==> src/rtl/exec_sequencer.sv <==
// Purpose: instruction sequencer (IDLE/EXEC/WAIT/HALT) driving PC write, commit enable and exception capture.
// Latency: step/load act one cycle after their registered rising edge; free-run issues one EXEC every RUN_DIV cycles.
// Backpressure: none; step/load are edge pulses, and a load arriving in EXEC is held pending for one cycle.
module exec_sequencer #(
   parameter int unsigned RUN_DIV = 4
) (
   input  logic        SYS_clk,
   input  logic        SYS_rst,
   input  logic        SYS_run,
   input  logic        SYS_step,
   input  logic        SYS_load,
   input  logic [7:0]  SYS_pc_val,
   input  logic [7:0]  PC_current,
   input  logic [7:0]  PC_next,
   input  logic        EH_flag,
   output logic        pc_en,
   output logic [7:0]  pc_val,
   output logic        wr_en,
   output logic [1:0]  seq_state,
   output logic [7:0]  EPC,
   output logic        EH_latched,
   output logic [15:0] instr_cnt
);

   typedef enum logic [1:0] {
      ST_IDLE = 2'b00,
      ST_EXEC = 2'b01,
      ST_WAIT = 2'b10,
      ST_HALT = 2'b11
   } state_t;

   // Last wait-counter value before issuing EXEC: WAIT lasts RUN_DIV-1 cycles.
   localparam logic [7:0] WAIT_LAST = 8'(RUN_DIV - 2);

   state_t     state;
   logic       step_r;
   logic       step_p;
   logic       load_r;
   logic       load_p;
   logic       load_pend;
   logic [7:0] wait_cnt;

   logic       step_edge;
   logic       load_edge;
   logic       load_act;
   logic       commit;

   assign seq_state = state;
   assign step_edge = step_r & ~step_p;
   assign load_edge = load_r & ~load_p;
   // A load is never serviced in EXEC; it is deferred through load_pend instead.
   assign load_act  = (state != ST_EXEC) & (load_edge | load_pend);
   assign commit    = (state == ST_EXEC) & ~EH_flag;

   // Output decode: load and commit are mutually exclusive by construction.
   always_comb begin
      pc_en  = load_act | commit;
      wr_en  = commit;
      pc_val = 8'h00;
      if (load_act) begin
         pc_val = SYS_pc_val;
      end else if (commit) begin
         pc_val = PC_next;
      end
   end

   // Register the request inputs and their previous values for edge detection.
   always_ff @(posedge SYS_clk or negedge SYS_rst) begin
      if (!SYS_rst) begin
         step_r <= 1'b0;
         step_p <= 1'b0;
         load_r <= 1'b0;
         load_p <= 1'b0;
      end else begin
         step_r <= SYS_step;
         step_p <= step_r;
         load_r <= SYS_load;
         load_p <= load_r;
      end
   end

   // Sequencer state, wait pacing, pending load, exception capture and commit counting.
   always_ff @(posedge SYS_clk or negedge SYS_rst) begin
      if (!SYS_rst) begin
         state      <= ST_IDLE;
         wait_cnt   <= 8'h00;
         load_pend  <= 1'b0;
         EPC        <= 8'h00;
         EH_latched <= 1'b0;
         instr_cnt  <= 16'h0000;
      end else if (load_act) begin
         state      <= ST_IDLE;
         wait_cnt   <= 8'h00;
         load_pend  <= 1'b0;
         EH_latched <= 1'b0;
      end else begin
         case (state)
            ST_IDLE: begin
               if (step_edge) begin
                  state <= ST_EXEC;
               end else if (SYS_run) begin
                  state    <= ST_WAIT;
                  wait_cnt <= 8'h00;
               end
            end
            ST_EXEC: begin
               wait_cnt <= 8'h00;
               if (load_edge) begin
                  load_pend <= 1'b1;
               end
               if (EH_flag) begin
                  EPC        <= PC_current;
                  EH_latched <= 1'b1;
                  state      <= ST_HALT;
               end else begin
                  instr_cnt <= instr_cnt + 16'h0001;
                  state     <= SYS_run ? ST_WAIT : ST_IDLE;
               end
            end
            ST_WAIT: begin
               if (!SYS_run) begin
                  state    <= ST_IDLE;
                  wait_cnt <= 8'h00;
               end else if (wait_cnt == WAIT_LAST) begin
                  state    <= ST_EXEC;
                  wait_cnt <= 8'h00;
               end else begin
                  wait_cnt <= wait_cnt + 8'h01;
               end
            end
            ST_HALT: begin
               state <= ST_HALT;
            end
            default: begin
               state <= ST_IDLE;
            end
         endcase
      end
   end

endmodule
==> config.mk <==
export PLATFORM = sky130hd
export DESIGN_NAME = exec_sequencer
export DESIGN_NICKNAME = d
export VERILOG_FILES = /design/src/rtl/exec_sequencer.sv
export SDC_FILE = /design/constraint.sdc
export NUM_CORES = 1
export LEC_CHECK = 0
export ABC_AREA = 1
export CAP_MARGIN = 0
export CORE_UTILIZATION = 50
export CTS_CLUSTER_DIAMETER = 150
export DETAILED_ROUTE_END_ITERATION = 12
export PLACE_DENSITY_LB_ADDON = 0.15
export SYNTH_ARGS = -nofsm -noshare
export SYNTH_HDL_FRONTEND = slang
export SYNTH_SLANG_ARGS = --single-unit
==> constraint.sdc <==
create_clock -name SYS_clk -period 2.6 [get_ports SYS_clk]
set_clock_uncertainty 0.2 [all_clocks]
set_input_delay 0.65 -clock SYS_clk [delete_from_list [all_inputs] [get_ports SYS_clk]]
set_output_delay 0.65 -clock SYS_clk [all_outputs]
set_load 0.1 [all_outputs]
==> After elaboration in Yosys (flattened, before gate mapping) <==
Cells that the tools add are included.
{ "classes": {"add_sub_neg": 2, "eq_ne": 9, "muxes": 22, "bitwise": 10, "reduce_logical": 11} }
{ "ops": {"columns": ["op", "n"], "rows": [
  ["2-to-1 mux 8 bit", 7],
  ["case mux 8 bit (3 select lines)", 1],
  ["adder 16 x 1 -> 16 bit, second input constant", 1],
  ["2-to-1 mux 2 bit", 7],
  ["AND reduction 3 bit", 3],
  ["adder 8 x 1 -> 8 bit, second input constant", 1],
  ["equality test 8 x 2 -> 1 bit, second input constant", 1],
  ["!= test 4 bit, second input constant", 2],
  ["case mux 2 bit (4 select lines)", 1],
  ["2-to-1 mux 1 bit", 6],
  ["!= test 3 bit, second input constant", 2],
  ["AND reduction 2 bit", 3],
  ["nonzero test 2 bit", 3],
  ["AND 1 bit", 4],
  ["equality test 2 bit, second input constant", 2],
  ["inverter 1 bit", 4],
  ["nonzero test 4 bit", 1],
  ["equality test 2 x 1 -> 1 bit, second input constant", 1],
  ["logical NOT 2 bit", 1],
  ["!= test 2 x 1 -> 1 bit, second input constant", 1],
  ["bitwise OR 1 bit", 2]
]} }
{ "totals": {"reg_bits": 40, "in_bits": 30, "out_inout_bits": 37, "elab_cells": 64} }

==> Longest topological paths before layout <==
Gate-level depths: netlist of run 1.
{ "depth": {"ltp_word": 6, "ltp_mapped": 9, "ltp_nobuf": 9} }

==> Worst setup path before layout of run 1 <==
No wires, ideal clock.
{ "synth_path": {"path_kind": "register -> output", "start": "register state[0], in the netlist seq_state[0]", "end": "output port pc_val[0]", "arrival_time_ns": 2.675, "required_ns": 1.750, "setup_slack_ns": -0.925, "path_stages_with_launch": 6, "path_buffers": 1, "cell_sequence": "dfrtp_1 -> nand2_2 -> nor2_8 -> buf_2 -> nand2_1 -> nand2_1"} }
{ "synth_between": {"elab_chain_cells": 4, "word_cells_on_any_way": 6, "classes_between": "eq/ne: 2; mux: 2; bitwise: 2"} }
{ "synth_rtl": {"columns": ["item", "line", "text"], "rows": [
  ["start: declaration", "35", "state_t state;"],
  ["start signal: assignment", "117", "state <= SYS_run ? ST_WAIT : ST_IDLE;"],
  ["equality test 2 x 1 -> 1 bit", "53", "assign commit = (state == ST_EXEC) & ~EH_flag;"],
  ["AND 1 bit", "53", null],
  ["via wr_en", "18", "output logic wr_en,"],
  ["2-to-1 mux 8 bit", "62", "end else if (commit) begin"],
  ["2-to-1 mux 8 bit", "60", "if (load_act) begin"],
  ["end: declaration", "17", "output logic [7:0] pc_val,"]
]} }
The timed path passes the listed nets, and every way through them passes these cells.

==> Worst setup path in the final report of run 1 <==
{ "layout_path": {"start": "register state[1], in the netlist seq_state[1]", "end": "output port pc_val[6]"} }
{ "layout_between": {"elab_chain_cells": 4, "word_cells_on_any_way": 6, "classes_between": "eq/ne: 2; mux: 2; bitwise: 2"} }
{ "layout_rtl": {"columns": ["item", "line"], "rows": [
  ["equality test 2 x 1 -> 1 bit", "53"],
  ["AND 1 bit", "53"],
  ["2-to-1 mux 8 bit", "62"],
  ["2-to-1 mux 8 bit *", "60"]
]} }
Every way passes the cells marked *; elsewhere a longest branch is shown, timed or not.

==> results of run 1 <==
power by group through the flow:
stage / clock network [mW] / logic (mW) / registers (mW)
floorplan: 0 / 0.628 / 1.74
global placement: 0 / 1.96 / 0.896
detailed placement: 0 / 1.98 / 0.901
CTS: 0.513 / 2.00 / 0.892
global route: 0.547 / 2.08 / 0.912
finish: 0.504 / 1.99 / 0.892
sequential cells by signal (all words and copies together) (netlist names):
name and cells:
seq_state 2, EPC 8, load_p 1, step_p 1, load_r 1, step_r 1
instr_cnt 16, load_pend 1, EH_latched 1, wait_cnt 8
final cells by class:
cell class                 instances  area [um2]  area share
multi-input combinational        220        1100       0.356
sequential                        40        1010       0.324
timing repair buffer              72         732       0.236
inverter                          23        86.3      0.0278
clock buffer                       5        68.8      0.0222
tap                               50        62.6      0.0202
clock inverter                     3        42.5      0.0137
worst paths after layout:
path	from	end	slack, ns
hold reg to reg	step_r$_DFF_PN0_	step_p$_DFF_PN0_	0.18
min in group asynchronous	SYS_rst	seq_state[0]$_DFFE_PN0P_	0.19
setup reg to reg	seq_state[1]$_DFFE_PN0P_	instr_cnt[7]$_DFFE_PN0P_	0.57
setup / recovery	seq_state[1]$_DFFE_PN0P_	pc_val[6]	0.13
max in group asynchronous	SYS_rst	EPC[6]$_DFFE_PN0P_	1.42
hold / removal	step_r$_DFF_PN0_	step_p$_DFF_PN0_	0.18
kinds of logic (layout without fill, tap and decap cells):
logic type,count (synthesis),after routing,synth area share
AND/OR/NAND/NOR,188,189,0.381
flip-flops,40,40,0.468
buffers and inverters,26,103,0.0474
AO/OA/AOI/OAI,18,18,0.0445
XOR/XNOR,10,10,0.0410
adder cells (fa/ha/maj),3,3,0.0176
worst register-to-register path: stages, from the launching register on:
cell,delay [ns]
dfrtp_2,0.45
inv_2,0.08
nand2_2,0.20
nor2_4,0.23
buf_4,0.13
buf_4,0.17
nand2_2,0.10
nor2_4,0.15
nand2_1,0.09
xnor2_1,0.12
cell usage in the layout, fill, tap and decap left out, types with 2 or more instances in the layout:
cell	Yosys	final
a21oi_1	5	5
buf_12	0	10
buf_4	0	33
clkbuf_8	0	5
clkdlybuf4s50_1	0	27
dfrtp_1	40	38
ha_1	3	3
inv_1	20	20
inv_2	3	3
nand2_1	114	105
nand2_2	5	7
nand2_4	1	8
nand3_1	21	21
nand4_1	4	4
nor2_1	34	34
nor2_4	1	2
nor3_1	3	3
o21ai_0	8	8
o21ai_1	3	3
xnor2_1	4	4
xor2_1	6	6
per-layer routing:
layer | part of all wire | global-route usage | wire (um)
met5 | 0 | 0 | 0
met2 | 0.47 | 0.386 | 2310
met1 | 0.44 | 0.308 | 2190
met3 | 0.074 | 0.0726 | 364
met4 | 0.013 | 0.0957 | 65
timing repair:
item,in CTS,in global routing
buffers inserted,1,0
setup endpoints to repair,7,0
resized for setup,1,0
per-stage QoR:
stage               std cells  hold WS [ns]  utilization
detailed placement        403         0.167        0.733
global route              413         0.193        0.764
global placement          403         0.159        0.733
finish                    413         0.182        0.764
CTS                       413         0.185        0.764
floorplan                 285         0.154            -
==> results.json, run 1 <==
{
  "cp.required_ns": 1.75,
  "place_ws_ns": -0.0303,
  "dieWidth_um": 67.4,
  "synth.most_common_cell": "nand2_1",
  "drc_errors": 0,
  "antenna_cells": 0,
  "synth_top_area_frac": 0.468,
  "powerDensity_nw_per_um2": 1090,
  "tritoncts": "built",
  "yosys.cell_types.count": 25,
  "drive_gt1_frac": 0.215,
  "grt_pass1_wl_um": 8150,
  "die_area_um2": 4540,
  "wl_per_cell_um": 11.9,
  "synth-edff-count": 0,
  "cts_buffer_depth": 2,
  "design_area_um2": 3100,
  "worstMarginPinSlew_ns": 0.699,
  "initial_utilization": 0.527,
  "synthesis.nets": 318,
  "p_int_mw": 1.52,
  "io_buffer_count": 66,
  "critPathBufInv": 2,
  "cts.sinks": 40,
  "fin_crit_ns": 2.47,
  "place.gp.congestion": 0.813,
  "synthArstFlopShare": 1.00,
  "finalSetupViolations": 0,
  "hpwl_um": 3760,
  "area_growth_pct": 45.1,
  "path_max_fanout": 12,
  "comb_power_share": 0.587,
  "min_delay_path_depth": 0,
  "synth_top_cell_by_area": "dfrtp_1",
  "synth_seq_cells": 40,
  "cts_buffers": 5,
  "status": "finished clean",
  "final_antenna_net_count": 0,
  "path_delay_family": "simple AND/OR/NAND/NOR gates",
  "reg2regPathDepth": 9,
  "nNetsFinal": 395,
  "fmax_ghz": 0.406,
  "critPathArrivalTime_ns": 1.62,
  "power.total_mw": 3.38,
  "routed_wirelength_um": 4930,
  "clkPwrFrac": 0.149,
  "first_pass_iters": 4,
  "h-tree-depth": 2,
  "viasPerCell": 4.91,
  "syn_inst": 285,
  "grt_util_all_layers": 0.243,
  "max_cap_violations": 0,
  "cp_slowest_stage_delay_ns": 0.45,
  "synth_area_leaders": "dfrtp_1, nand2_1, nor2_1",
  "max-vdd-ir-drop_uv": 939,
  "synth_flop_cell": "dfrtp_1",
  "holdBufCountCts": 0,
  "final-hold-violation-count": 0,
  "worstPathCellList": "inv_2 -> nand2_2 -> nor2_4 -> nand2_1 -> nand2_4 -> buf_12",
  "power.switching_mw": 1.86,
  "rsz0062_at_grt": "no",
  "coreArea_um2": 4060,
  "ys_warn_count": 0,
  "worstSkewPairLatency_ns": 0.30,
  "start_kind": "flop",
  "grt_max_degree": 34,
  "sw_frac_of_total": 0.551,
  "leakage_nw": 1.55,
  "dpl_cell_area_um2": 2970,
  "path_depth": 6,
  "grt_pass1_vias": 1843,
  "overflow": 0,
  "synth_common_cells": "nand2_1, dfrtp_1, nor2_1",
  "slew_headroom": 0.534,
  "antenna_found_initial": 0,
  "routed-via-count": 2027,
  "crit_slowest_cell": "dfrtp_2",
  "io_pins": 67,
  "setup_tns_ns": 0,
  "drv_slew": 0,
  "yosysSeqAreaShare": 0.468,
  "hp-class": "flop to flop",
  "fp.dieH_um": 67.4,
  "first_iter_violations": 108,
  "critPathCaptureType": "output port",
  "fin_crit_sh": 0.948,
  "crit_type": "flop to output port",
  "root_buffer": "clkbuf_8",
  "synth.avg_cell_area_um2": 7.50,
  "path_clk_slew_ns": 0.08,
  "seq_power_share": 0.264,
  "fill_cells": 309,
  "finalWorstSetupSlack_ns": 0.135,
  "netlist_area_um2": 2140,
  "placementRows": 23
}
(Power assumes the default switching activity.)
==> inputs of run 2 (changes only) <==
Settings changed: PLACE_DENSITY set to 0.91, PLACE_DENSITY_LB_ADDON 0.15 to unset.
==> run 2 against run 1 <==
Effect of this change: non-clock buffer count is 1 lower; count of clock-buffer cells in the layout up 3; utilization is 0.71 points lower; sequential share of layout area increased by 0.30 points; via count is 3.8% higher; cell count decreased by 0.24%; critical path depth stayed put; global-route usage increased by 1.6 points.
==> results.json, run 2 (same netlist as run 1, synthesis figures left out) <==
{
  "final-hold-violation-count": 0,
  "critPathBufInv": 2,
  "viasPerCell": 5.11,
  "coreArea_um2": 4060,
  "routed_wirelength_um": 5100,
  "leakage_nw": 1.53,
  "largest_register_ffs": 16,
  "cts_buffer_depth": 2,
  "rsz0062_at_grt": "no",
  "final_antenna_net_count": 0,
  "final_cell_mix": "nand2_1, dfrtp_1, nor2_1",
  "tritoncts": "built",
  "first_pass_iters": 4,
  "cp_slowest_stage_delay_ns": 0.46,
  "area_growth_pct": 43.8,
  "root_buffer": "clkbuf_8",
  "timing.reg2reg.setup_slack_ns": 0.67,
  "crit_type": "flop to output port",
  "min_delay_path_depth": 0,
  "slew_headroom": 0.478,
  "largest_register": "instr_cnt",
  "path_depth": 6,
  "postCtsResizedCells": 1,
  "powerDensity_nw_per_um2": 1080,
  "seq_power_share": 0.271,
  "wl_per_cell_um": 12.4,
  "rr_startpoint": "seq_state[1]$_DFFE_PN0P_",
  "dieWidth_um": 67.4,
  "reg2reg_to": "instr_cnt[10]$_DFFE_PN0P_",
  "grt_pass1_wl_um": 8690,
  "cp.required_ns": 1.75,
  "hp-class": "flop to flop",
  "max_cap_violations": 0,
  "max-vdd-ir-drop_uv": 790,
  "critPathCaptureType": "output port",
  "crit_slowest_cell": "dfrtp_2",
  "place_ws_ns": -0.0359,
  "reg2regPathDepth": 9,
  "p_int_mw": 1.45,
  "grt_pass1_vias": 2004,
  "regArea_um2": 1010,
  "critPathArrivalTime_ns": 1.64,
  "cp-startpoint": "seq_state[1]$_DFFE_PN0P_",
  "drive_gt1_frac": 0.207,
  "start_kind": "flop",
  "first_iter_violations": 69,
  "nNetsFinal": 394,
  "holdBufCountCts": 0,
  "finalWorstSetupSlack_ns": 0.110,
  "worstSkewPairLatency_ns": 0.30,
  "placementRows": 23,
  "sw_frac_of_total": 0.562,
  "place.gp.congestion": 0.875,
  "fin_crit_ns": 2.49,
  "cts_buffers": 5,
  "fmax_ghz": 0.402,
  "crit_end": "pc_val[6]",
  "fp.dieH_um": 67.4,
  "overflow": 0,
  "setup_tns_ns": 0,
  "io_buffer_count": 66,
  "clkPwrFrac": 0.129,
  "initial_utilization": 0.527,
  "post-cts-setup-buffers": 0,
  "worstPathCellList": "inv_2 -> nand2_2 -> nor2_4 -> nand2_1 -> nand2_4 -> buf_12",
  "fin_crit_sh": 0.958,
  "cts.sinks": 40,
  "status": "finished clean",
  "power.total_mw": 3.31,
  "reg_top3": "instr_cnt (16), EPC (8), wait_cnt (8)",
  "power.switching_mw": 1.86,
  "path_max_fanout": 12,
  "layout.cells.non_filler": 412,
  "comb_power_share": 0.600,
  "worstMarginPinSlew_ns": 0.784,
  "io_pins": 67,
  "antenna_cells": 0,
  "finalSetupViolations": 0,
  "path_clk_slew_ns": 0.07,
  "mostFrequentLayoutCell": "nand2_1",
  "grt_max_degree": 37,
  "die_area_um2": 4540,
  "h-tree-depth": 2,
  "path_delay_family": "simple AND/OR/NAND/NOR gates",
  "grt_util_all_layers": 0.259,
  "fill_cells": 301,
  "drc_errors": 0,
  "place_inst": 403,
  "antenna_found_initial": 0,
  "drv_slew": 0,
  "hpwl_um": 3900,
  "multi_input_area_um2": 1100,
  "routed-via-count": 2104
}
-- run 2: cell count changes in the layout (fill, tap and decap cells not counted) --
cell	change
buf_4	-1
clkinv_2	-1
clkbuf_8	+1
bufinv_16	-1
clkinvlp_4	-1
clkbuf_1	+2
-- run 2: layer usage --
metal / track usage / part of all wire / routed length, um
met5: 0 / 0 / 0
met4: 0.104 / 0.014 / 70
met3: 0.0845 / 0.083 / 425
met2: 0.429 / 0.48 / 2460
met1: 0.308 / 0.42 / 2140
-- run 2: power groups by stage --
stage	clock, mW	sequential (mW)	combinational [mW]
after floorplan	0	1.74	0.628
after global placement	0	0.898	1.95
after detailed placement	0	0.904	1.98
after CTS	0.432	0.895	1.99
after global routing	0.459	0.916	2.07
final	0.428	0.897	1.98
-- run 2: area by class of cell --
type | count | share of cell area
Clock buffer | 8 | 0.0293
Inverter | 23 | 0.0281
Multi-Input combinational cell | 220 | 0.359
Sequential cell | 40 | 0.327
Tap cell | 50 | 0.0204
Timing Repair Buffer | 71 | 0.236
-- run 2: how the worst min path moves through the flow --
stage	slack (ns)	to	from
2_1_floorplan	0.15	EH_latched$_DFFE_PN0P_	SYS_rst
3_3_place_gp	0.16	step_p$_DFF_PN0_	step_r$_DFF_PN0_
3_5_place_dp	0.18	step_p$_DFF_PN0_	step_r$_DFF_PN0_
4_1_cts	0.18	step_p$_DFF_PN0_	step_r$_DFF_PN0_
5_1_grt	0.19	step_p$_DFF_PN0_	step_r$_DFF_PN0_
6_report	0.18	step_p$_DFF_PN0_	step_r$_DFF_PN0_
-- run 2: metrics by stage --
stage | util | cell area, um2 | hold WS [ns]
after floorplan | - | 2210 | 0.154
after global placement | 0.733 | 2970 | 0.158
after detailed placement | 0.733 | 2970 | 0.176
after CTS | 0.757 | 3070 | 0.184
after global routing | 0.757 | 3070 | 0.192
final | 0.757 | 3070 | 0.180
-- run 2: worst reg2reg max path, cell delays in order (launching register included) --
cell and delay [ns]:
dfrtp_2 0.46, inv_2 0.08, nand2_2 0.20, nor2_4 0.23
buf_4 0.21, nand2_4 0.09, nor3_4 0.17, nand2_1 0.07
nand2_1 0.07, nand2_1 0.05
